--- config.mk ---
export PLATFORM = sky130hd
export DESIGN_NAME = nes_rom_port
export DESIGN_NICKNAME = d
export VERILOG_FILES = /design/src/rtl/nes_rom_port_pkg.sv /design/src/rtl/nes_rom_port_arb.sv /design/src/rtl/nes_rom_port.sv
export SDC_FILE = /design/constraint.sdc
export NUM_CORES = 1
export LEC_CHECK = 0
export ABC_AREA = 1
export BUFFER_PORTS_ARGS = -buffer_cell sky130_fd_sc_hd__buf_4
export CAP_MARGIN = 20
export CORE_ASPECT_RATIO = 1.75
export CORE_MARGIN = 3
export CORE_UTILIZATION = 48
export CTS_BUF_LIST = sky130_fd_sc_hd__clkbuf_2
export DETAILED_ROUTE_END_ITERATION = 8
export MAX_ROUTING_LAYER = met4
export PLACE_DENSITY_LB_ADDON = 0.12
export SLEW_MARGIN = 5
export SYNTH_ARGS = -nofsm -noshare
export SYNTH_HDL_FRONTEND = slang
export SYNTH_SLANG_ARGS = --single-unit
--- constraint.sdc ---
create_clock -name clk -period 2.5 [get_ports clk]
set_clock_uncertainty 0.1 [all_clocks]
set_input_delay 0.5 -clock clk [delete_from_list [all_inputs] [get_ports clk]]
set_output_delay 0.5 -clock clk [all_outputs]
set_load 0.02 [all_outputs]
--- src/rtl/nes_rom_port_pkg.sv ---
// rtl/nes_rom_port_pkg.sv - shared constants and FSM encoding for the NES ROM port
// Holds the ROM-port FSM state type, the default PRG base, the PRG/CHR image sizes
// and the port-index constants also used by the flash loader.
package nes_rom_port_pkg;

    typedef enum logic [2:0] {
        ST_LOAD  = 3'd0,
        ST_IDLE  = 3'd1,
        ST_ISSUE = 3'd2,
        ST_WAIT  = 3'd3,
        ST_RESP  = 3'd4
    } rom_state_t;

    localparam logic [22:0] PRG_BASE_DEFAULT = 23'h8000;

    localparam int PRG_SIZE  = 32 * 1024;
    localparam int CHR_SIZE  = 8 * 1024;
    localparam int PRG_OFS_W = $clog2(PRG_SIZE);
    localparam int CHR_OFS_W = $clog2(CHR_SIZE);

    // Port indices; the flash loader uses the same numbering.
    localparam logic PORT_CPU = 1'b0;
    localparam logic PORT_PPU = 1'b1;

endpackage

--- src/rtl/nes_rom_port_arb.sv ---
// rtl/nes_rom_port_arb.sv - two-requester round-robin arbiter for the ROM port
// Ports:
//   clk, rst     : clock, synchronous active-high reset
//   i_req[1:0]   : requests indexed by PORT_CPU / PORT_PPU
//   i_take       : the current grant is being accepted this cycle
//   o_valid      : at least one request is present
//   o_grant      : index of the winning port
module rom_rr_arb
    import nes_rom_port_pkg::*;
(
    input  logic       clk,
    input  logic       rst,
    input  logic [1:0] i_req,
    input  logic       i_take,
    output logic       o_valid,
    output logic       o_grant
);

    // Last granted port; clearing it to PORT_CPU makes the first tie go to the PPU.
    logic r_last;

    always_comb begin
        o_valid = |i_req;
        if (i_req[PORT_CPU] && i_req[PORT_PPU]) begin
            o_grant = ~r_last;
        end else if (i_req[PORT_PPU]) begin
            o_grant = PORT_PPU;
        end else begin
            o_grant = PORT_CPU;
        end
    end

    always_ff @(posedge clk) begin
        if (rst) begin
            r_last <= PORT_CPU;
        end else if (i_take) begin
            r_last <= o_grant;
        end
    end

endmodule

--- src/rtl/nes_rom_port.sv ---
// rtl/nes_rom_port.sv - SDRAM ROM port: loader passthrough, then CPU/PPU read arbitration
// Optional feature macro: ROM_CACHE_EN (one-entry read cache per port).
// Ports:
//   clk, rst                          : clock, synchronous active-high reset
//   load_done, ld_addr/rw/din/valid   : flash loader side, passed to SDRAM while loading
//   ld_busy                           : SDRAM busy while loading, 1 afterwards
//   cpu_req/addr, cpu_ack/data        : CPU PRG read port (level request, pulse ack)
//   ppu_req/addr, ppu_ack/data        : PPU CHR read port (level request, pulse ack)
//   addr, rw, data_in, in_valid       : SDRAM command
//   busy, data_out, out_valid         : SDRAM status / read return
module nes_rom_port
    import nes_rom_port_pkg::*;
#(
    parameter int                ADDR_W   = 23,
    parameter logic [ADDR_W-1:0] PRG_BASE = ADDR_W'(PRG_BASE_DEFAULT)
) (
    input  logic                 clk,
    input  logic                 rst,
    input  logic                 load_done,
    input  logic [ADDR_W-1:0]    ld_addr,
    input  logic                 ld_rw,
    input  logic [7:0]           ld_din,
    input  logic                 ld_valid,
    output logic                 ld_busy,
    input  logic                 cpu_req,
    input  logic [PRG_OFS_W-1:0] cpu_addr,
    output logic                 cpu_ack,
    output logic [7:0]           cpu_data,
    input  logic                 ppu_req,
    input  logic [CHR_OFS_W-1:0] ppu_addr,
    output logic                 ppu_ack,
    output logic [7:0]           ppu_data,
    output logic [ADDR_W-1:0]    addr,
    output logic                 rw,
    output logic [7:0]           data_in,
    output logic                 in_valid,
    input  logic                 busy,
    input  logic [7:0]           data_out,
    input  logic                 out_valid
);

    rom_state_t        r_state;
    logic              r_grant;
    logic [ADDR_W-1:0] r_addr;
    logic              r_cpu_ack;
    logic              r_ppu_ack;
    logic [7:0]        r_cpu_data;
    logic [7:0]        r_ppu_data;

    logic              w_loading;
    logic              w_arb_valid;
    logic              w_arb_grant;
    logic [1:0]        w_req;
    logic [ADDR_W-1:0] w_map_addr;
    logic              w_take;
    logic              w_hit;
    logic [7:0]        w_hit_data;

    assign w_loading = (r_state == ST_LOAD);

    // A requester still sees its ack this cycle and has not yet dropped req;
    // masking it stops the just-finished read from being granted again.
    assign w_req[PORT_CPU] = cpu_req & ~r_cpu_ack;
    assign w_req[PORT_PPU] = ppu_req & ~r_ppu_ack;

    assign w_take = (r_state == ST_IDLE) && w_arb_valid;

    rom_rr_arb u_arb (
        .clk     (clk),
        .rst     (rst),
        .i_req   (w_req),
        .i_take  (w_take),
        .o_valid (w_arb_valid),
        .o_grant (w_arb_grant)
    );

    assign w_map_addr = (w_arb_grant == PORT_CPU) ? (PRG_BASE + ADDR_W'(cpu_addr))
                                                  : ADDR_W'(ppu_addr);

    // SDRAM side: loader owns the bus while loading, read engine afterwards.
    assign addr     = w_loading ? ld_addr  : r_addr;
    assign rw       = w_loading ? ld_rw    : 1'b0;
    assign data_in  = w_loading ? ld_din   : 8'h00;
    assign in_valid = w_loading ? ld_valid : ((r_state == ST_ISSUE) && !busy);
    assign ld_busy  = w_loading ? busy     : 1'b1;

    assign cpu_ack  = r_cpu_ack;
    assign ppu_ack  = r_ppu_ack;
    assign cpu_data = r_cpu_data;
    assign ppu_data = r_ppu_data;

`ifdef ROM_CACHE_EN
    logic [ADDR_W-1:0] r_ctag [2];
    logic [7:0]        r_cdat [2];
    logic [1:0]        r_cval;

    assign w_hit      = r_cval[w_arb_grant] && (r_ctag[w_arb_grant] == w_map_addr);
    assign w_hit_data = r_cdat[w_arb_grant];

    always_ff @(posedge clk) begin
        if (rst) begin
            r_cval <= 2'b00;
        end else if (w_loading && load_done && !busy) begin
            // Image may have changed during loading; start with empty caches.
            r_cval <= 2'b00;
        end else if ((r_state == ST_WAIT) && out_valid) begin
            r_cval[r_grant] <= 1'b1;
            r_ctag[r_grant] <= r_addr;
            r_cdat[r_grant] <= data_out;
        end
    end
`else
    assign w_hit      = 1'b0;
    assign w_hit_data = 8'h00;
`endif

    always_ff @(posedge clk) begin
        if (rst) begin
            r_state    <= ST_LOAD;
            r_grant    <= PORT_CPU;
            r_addr     <= '0;
            r_cpu_ack  <= 1'b0;
            r_ppu_ack  <= 1'b0;
            r_cpu_data <= 8'h00;
            r_ppu_data <= 8'h00;
        end else begin
            r_cpu_ack <= 1'b0;
            r_ppu_ack <= 1'b0;
            case (r_state)
                ST_LOAD: begin
                    if (load_done && !busy) begin
                        r_state <= ST_IDLE;
                    end
                end
                ST_IDLE: begin
                    if (w_arb_valid) begin
                        r_grant <= w_arb_grant;
                        r_addr  <= w_map_addr;
                        if (w_hit) begin
                            if (w_arb_grant == PORT_PPU) begin
                                r_ppu_data <= w_hit_data;
                            end else begin
                                r_cpu_data <= w_hit_data;
                            end
                            r_state <= ST_RESP;
                        end else begin
                            r_state <= ST_ISSUE;
                        end
                    end
                end
                ST_ISSUE: begin
                    // in_valid is decoded from this state and !busy, so the
                    // command is presented for exactly the cycle we leave.
                    if (!busy) begin
                        r_state <= ST_WAIT;
                    end
                end
                ST_WAIT: begin
                    if (out_valid) begin
                        if (r_grant == PORT_PPU) begin
                            r_ppu_data <= data_out;
                        end else begin
                            r_cpu_data <= data_out;
                        end
                        r_state <= ST_RESP;
                    end
                end
                ST_RESP: begin
                    if (r_grant == PORT_PPU) begin
                        r_ppu_ack <= 1'b1;
                    end else begin
                        r_cpu_ack <= 1'b1;
                    end
                    r_state <= ST_IDLE;
                end
                default: r_state <= ST_LOAD;
            endcase
        end
    end

endmodule

==> results.py <==
metrics = {
    "yosys": {
        "avgSynthCellArea_um2": 6.44,
        "yosysSeqAreaShare": 0.365,
        "synth_top_area_cell": "dfxtp_1",
        "synth_commonest_cells": "nand2_1 (76), nor2_1 (58), inv_1 (55), dfxtp_1 (38), o21ai_0 (33)",
        "synthFlopType": "dfxtp_1",
        "ys_top_cells_by_area": "dfxtp_1 (36%), nand2_1 (14%), nor2_1 (10%)",
        "ys_types": 24,
        "synth_top_area_frac": 0.365,
        "yosysMostFrequentCell": "nand2_1",
        "syn_inst": 324,
        "syn_nets": 400,
        "ys_seq_elements": 38,
        "synth.cell_area_um2": 2090,
        "yosysWarnings": 0,
        "synthArstFlopShare": 0,
        "synth_edf_count": 0,
    },
    "clock_tree": {
        "htreeDepth": 2,
        "tritoncts": "done",
        "cts-root-buf": "clkbuf_2",
        "post_cts_buffers": 0,
        "clock_latency_ns": 0.39,
        "numCtsBuffers": 5,
        "clock_path_buffers": 2,
        "clk_pin_slew_ns": 0.19,
        "cts_sinks": 38,
    },
    "min_path": {
        "hp-start": "data_out[6]",
        "hp-class": "in -> reg",
        "holdPathEnd": "cpu_data[6]",
        "min_path_cells": 3,
    },
    "setup_path": {
        "start_kind": "register",
        "arrival_ns": 1.69,
        "r2r-end": "r_addr[14]",
        "critPathMaxStageDelay_ns": 0.41,
        "cp_num_buf_inv": 3,
        "cp_data_required_time_ns": 1.90,
        "cp_top_family": "buffers and inverters",
        "critPathKind": "reg -> out",
        "crit_fanout": 31,
        "r2r_slack_ns": 1.01,
        "crit_chain": "nor2_2 > nand2_1 > inv_1 > buf_6 > nand2_1 > o21ai_0 > buf_4",
        "crit_top_cell": "nand2_1",
        "reg2reg_depth": 7,
        "rr_startpoint": "r_grant",
        "cp-end-kind": "primary output",
        "slowest_stage": "dfxtp_1",
    },
    "power": {
        "p_per_area_nw_per_um2": 603,
        "leakagePower_nw": 1.67,
        "peakVddDrop_mv": 0.530,
        "totalPowerFinal_mw": 1.90,
    },
    "routing": {
        "drc": 0,
        "ant_nets": 0,
        "first_pass_iters": 4,
        "drt_first_iter_violations": 114,
        "drt_wl_total_um": 6000,
        "avgRoutedWirePerCell_um": 12.0,
        "dr_total_vias": 2336,
        "viasPerCell": 4.67,
    },
    "placed_design": {
        "placed_area_um2": 3050,
        "dp_slack_ns": 0.615,
        "dp.cells": 491,
        "post-dp-hpwl_um": 4750,
        "io_buffers": 127,
        "place.gp.congestion": 0.750,
    },
    "global_route": {
        "grt_util_all_layers": 0.241,
        "grt_overflow": 0,
        "grt_max_degree": 32,
        "grt_pass1_wl_um": 9760,
        "grt_pass1_vias": 2201,
        "antenna_found_initial": 0,
    },
    "sta": {
        "worst_pin_slew_ns": 0.441,
        "setup_viol": 0,
        "period_minus_slack_ns": 2.29,
        "final_hold_viol_count": 0,
        "maxClockFrequency_ghz": 0.437,
        "fin_crit_sh": 0.915,
        "slew_viol_final": 0,
        "relSlewSlack": 0.706,
        "setup_slack_ns": 0.212,
    },
    "die": {
        "num_rows": 31,
        "fp.dieH_um": 93.2,
        "die-area_um2": 5200,
        "ios": 128,
        "initial_core_util": 0.503,
        "core_um2": 4150,
        "die_width_um": 55.8,
    },
    "finish": {
        "finalNonFillerCells": 500,
        "syn_to_final_growth_pct": 50.9,
        "design_area_um2": 3150,
        "n_fill_cell": 366,
        "drive_gt1_frac": 0.373,
        "post-route-util": 0.759,
        "nets": 525,
    },
    "run_status": {
        "status": "completed",
    },
    "flow_run": {
        "drv_cap": 0,
    },
}
## through the flow
stage | TNS (ns) | hold WS, ns
after floorplan | 0 | 0.346
after global placement | 0 | 0.362
after detailed placement | 0 | 0.369
after CTS | 0 | 0.221
after global routing | -0.0149 | 0.226
final | 0 | 0.244
## per-layer routing
metal,part of all wire,vias to the layer above,wire (µm),GRT usage
met5,0,-,0,-
met4,0.017,0,105,0.0970
met3,0.073,11,441,0.0428
met2,0.55,86,3310,0.443
met1,0.36,1010,2150,0.252
li1,-,1229,-,-
## cell type report
type	instances	area, µm²	share of cell area
multi-input combinational	213	1010	0.322
inverter	61	236	0.0751
tap	49	61.3	0.0195
antenna	1	2.50	0.000795
clock buffer	5	25.0	0.00795
timing repair buffer	130	980	0.311
clock inverter	3	68.8	0.0219
sequential	38	761	0.242
## kinds of logic (layout without fill, tap and decap cells)
family          after synthesis  count (layout)  share of synthesized area
other cells                   0               1                          0
simple gates                163             163                      0.359
compound gates               50              50                      0.125
flops                        38              38                      0.365
buf+inv                      73             199                      0.151
## placed cells by master (no fill, tap or decap), drive strengths merged
cell type	Yosys	final
buf	12	130
nand2	81	81
inv	61	61
nor2	60	60
dfxtp	38	38
o21ai	33	33
nand3	20	20
a21oi	17	17
clkbuf	0	5
bufinv	0	2
diode	0	1
nor3	1	1
nand4	1	1
clkinv	0	1
## where the power goes
group | internal (mW) | leakage [nW] | switching, mW
registers | 0.649 | 0.308 | 0.0216
logic | 0.317 | 1.31 | 0.432
clock network | 0.271 | 0.0532 | 0.208
## state kept, by name, summed over array words and instances, names as in the netlist
name / count
ppu_data: 8
cpu_ack: 1
cpu_data: 8
ppu_ack: 1
r_grant: 1
r_state: 3
r_addr: 16
## worst reg2reg max path: stages (launching register included)
cell     delay, ns
dfxtp_1       0.44
nand3_1       0.09
nand2_1       0.06
buf_4         0.20
inv_2         0.16
nor2_2        0.20
nand2_1       0.09
a21oi_2       0.11
## how the worst max path moves through the flow
stage                    end  cells past startpoint        from
finish               addr[1]                      7  r_state[0]
floorplan           addr[10]                      5  r_state[2]
CTS                  addr[9]                      7  r_state[0]
detailed placement   addr[9]                      7  r_state[0]
global route         addr[8]                      7  r_state[0]
global placement     addr[2]                      7  r_state[0]
## repair_timing
action	CTS	global route
endpoints found under the setup margin	0	17
gates resized for setup	0	2
hold buffers	0	0
Note: power is estimated with default switching activity, not from simulation.
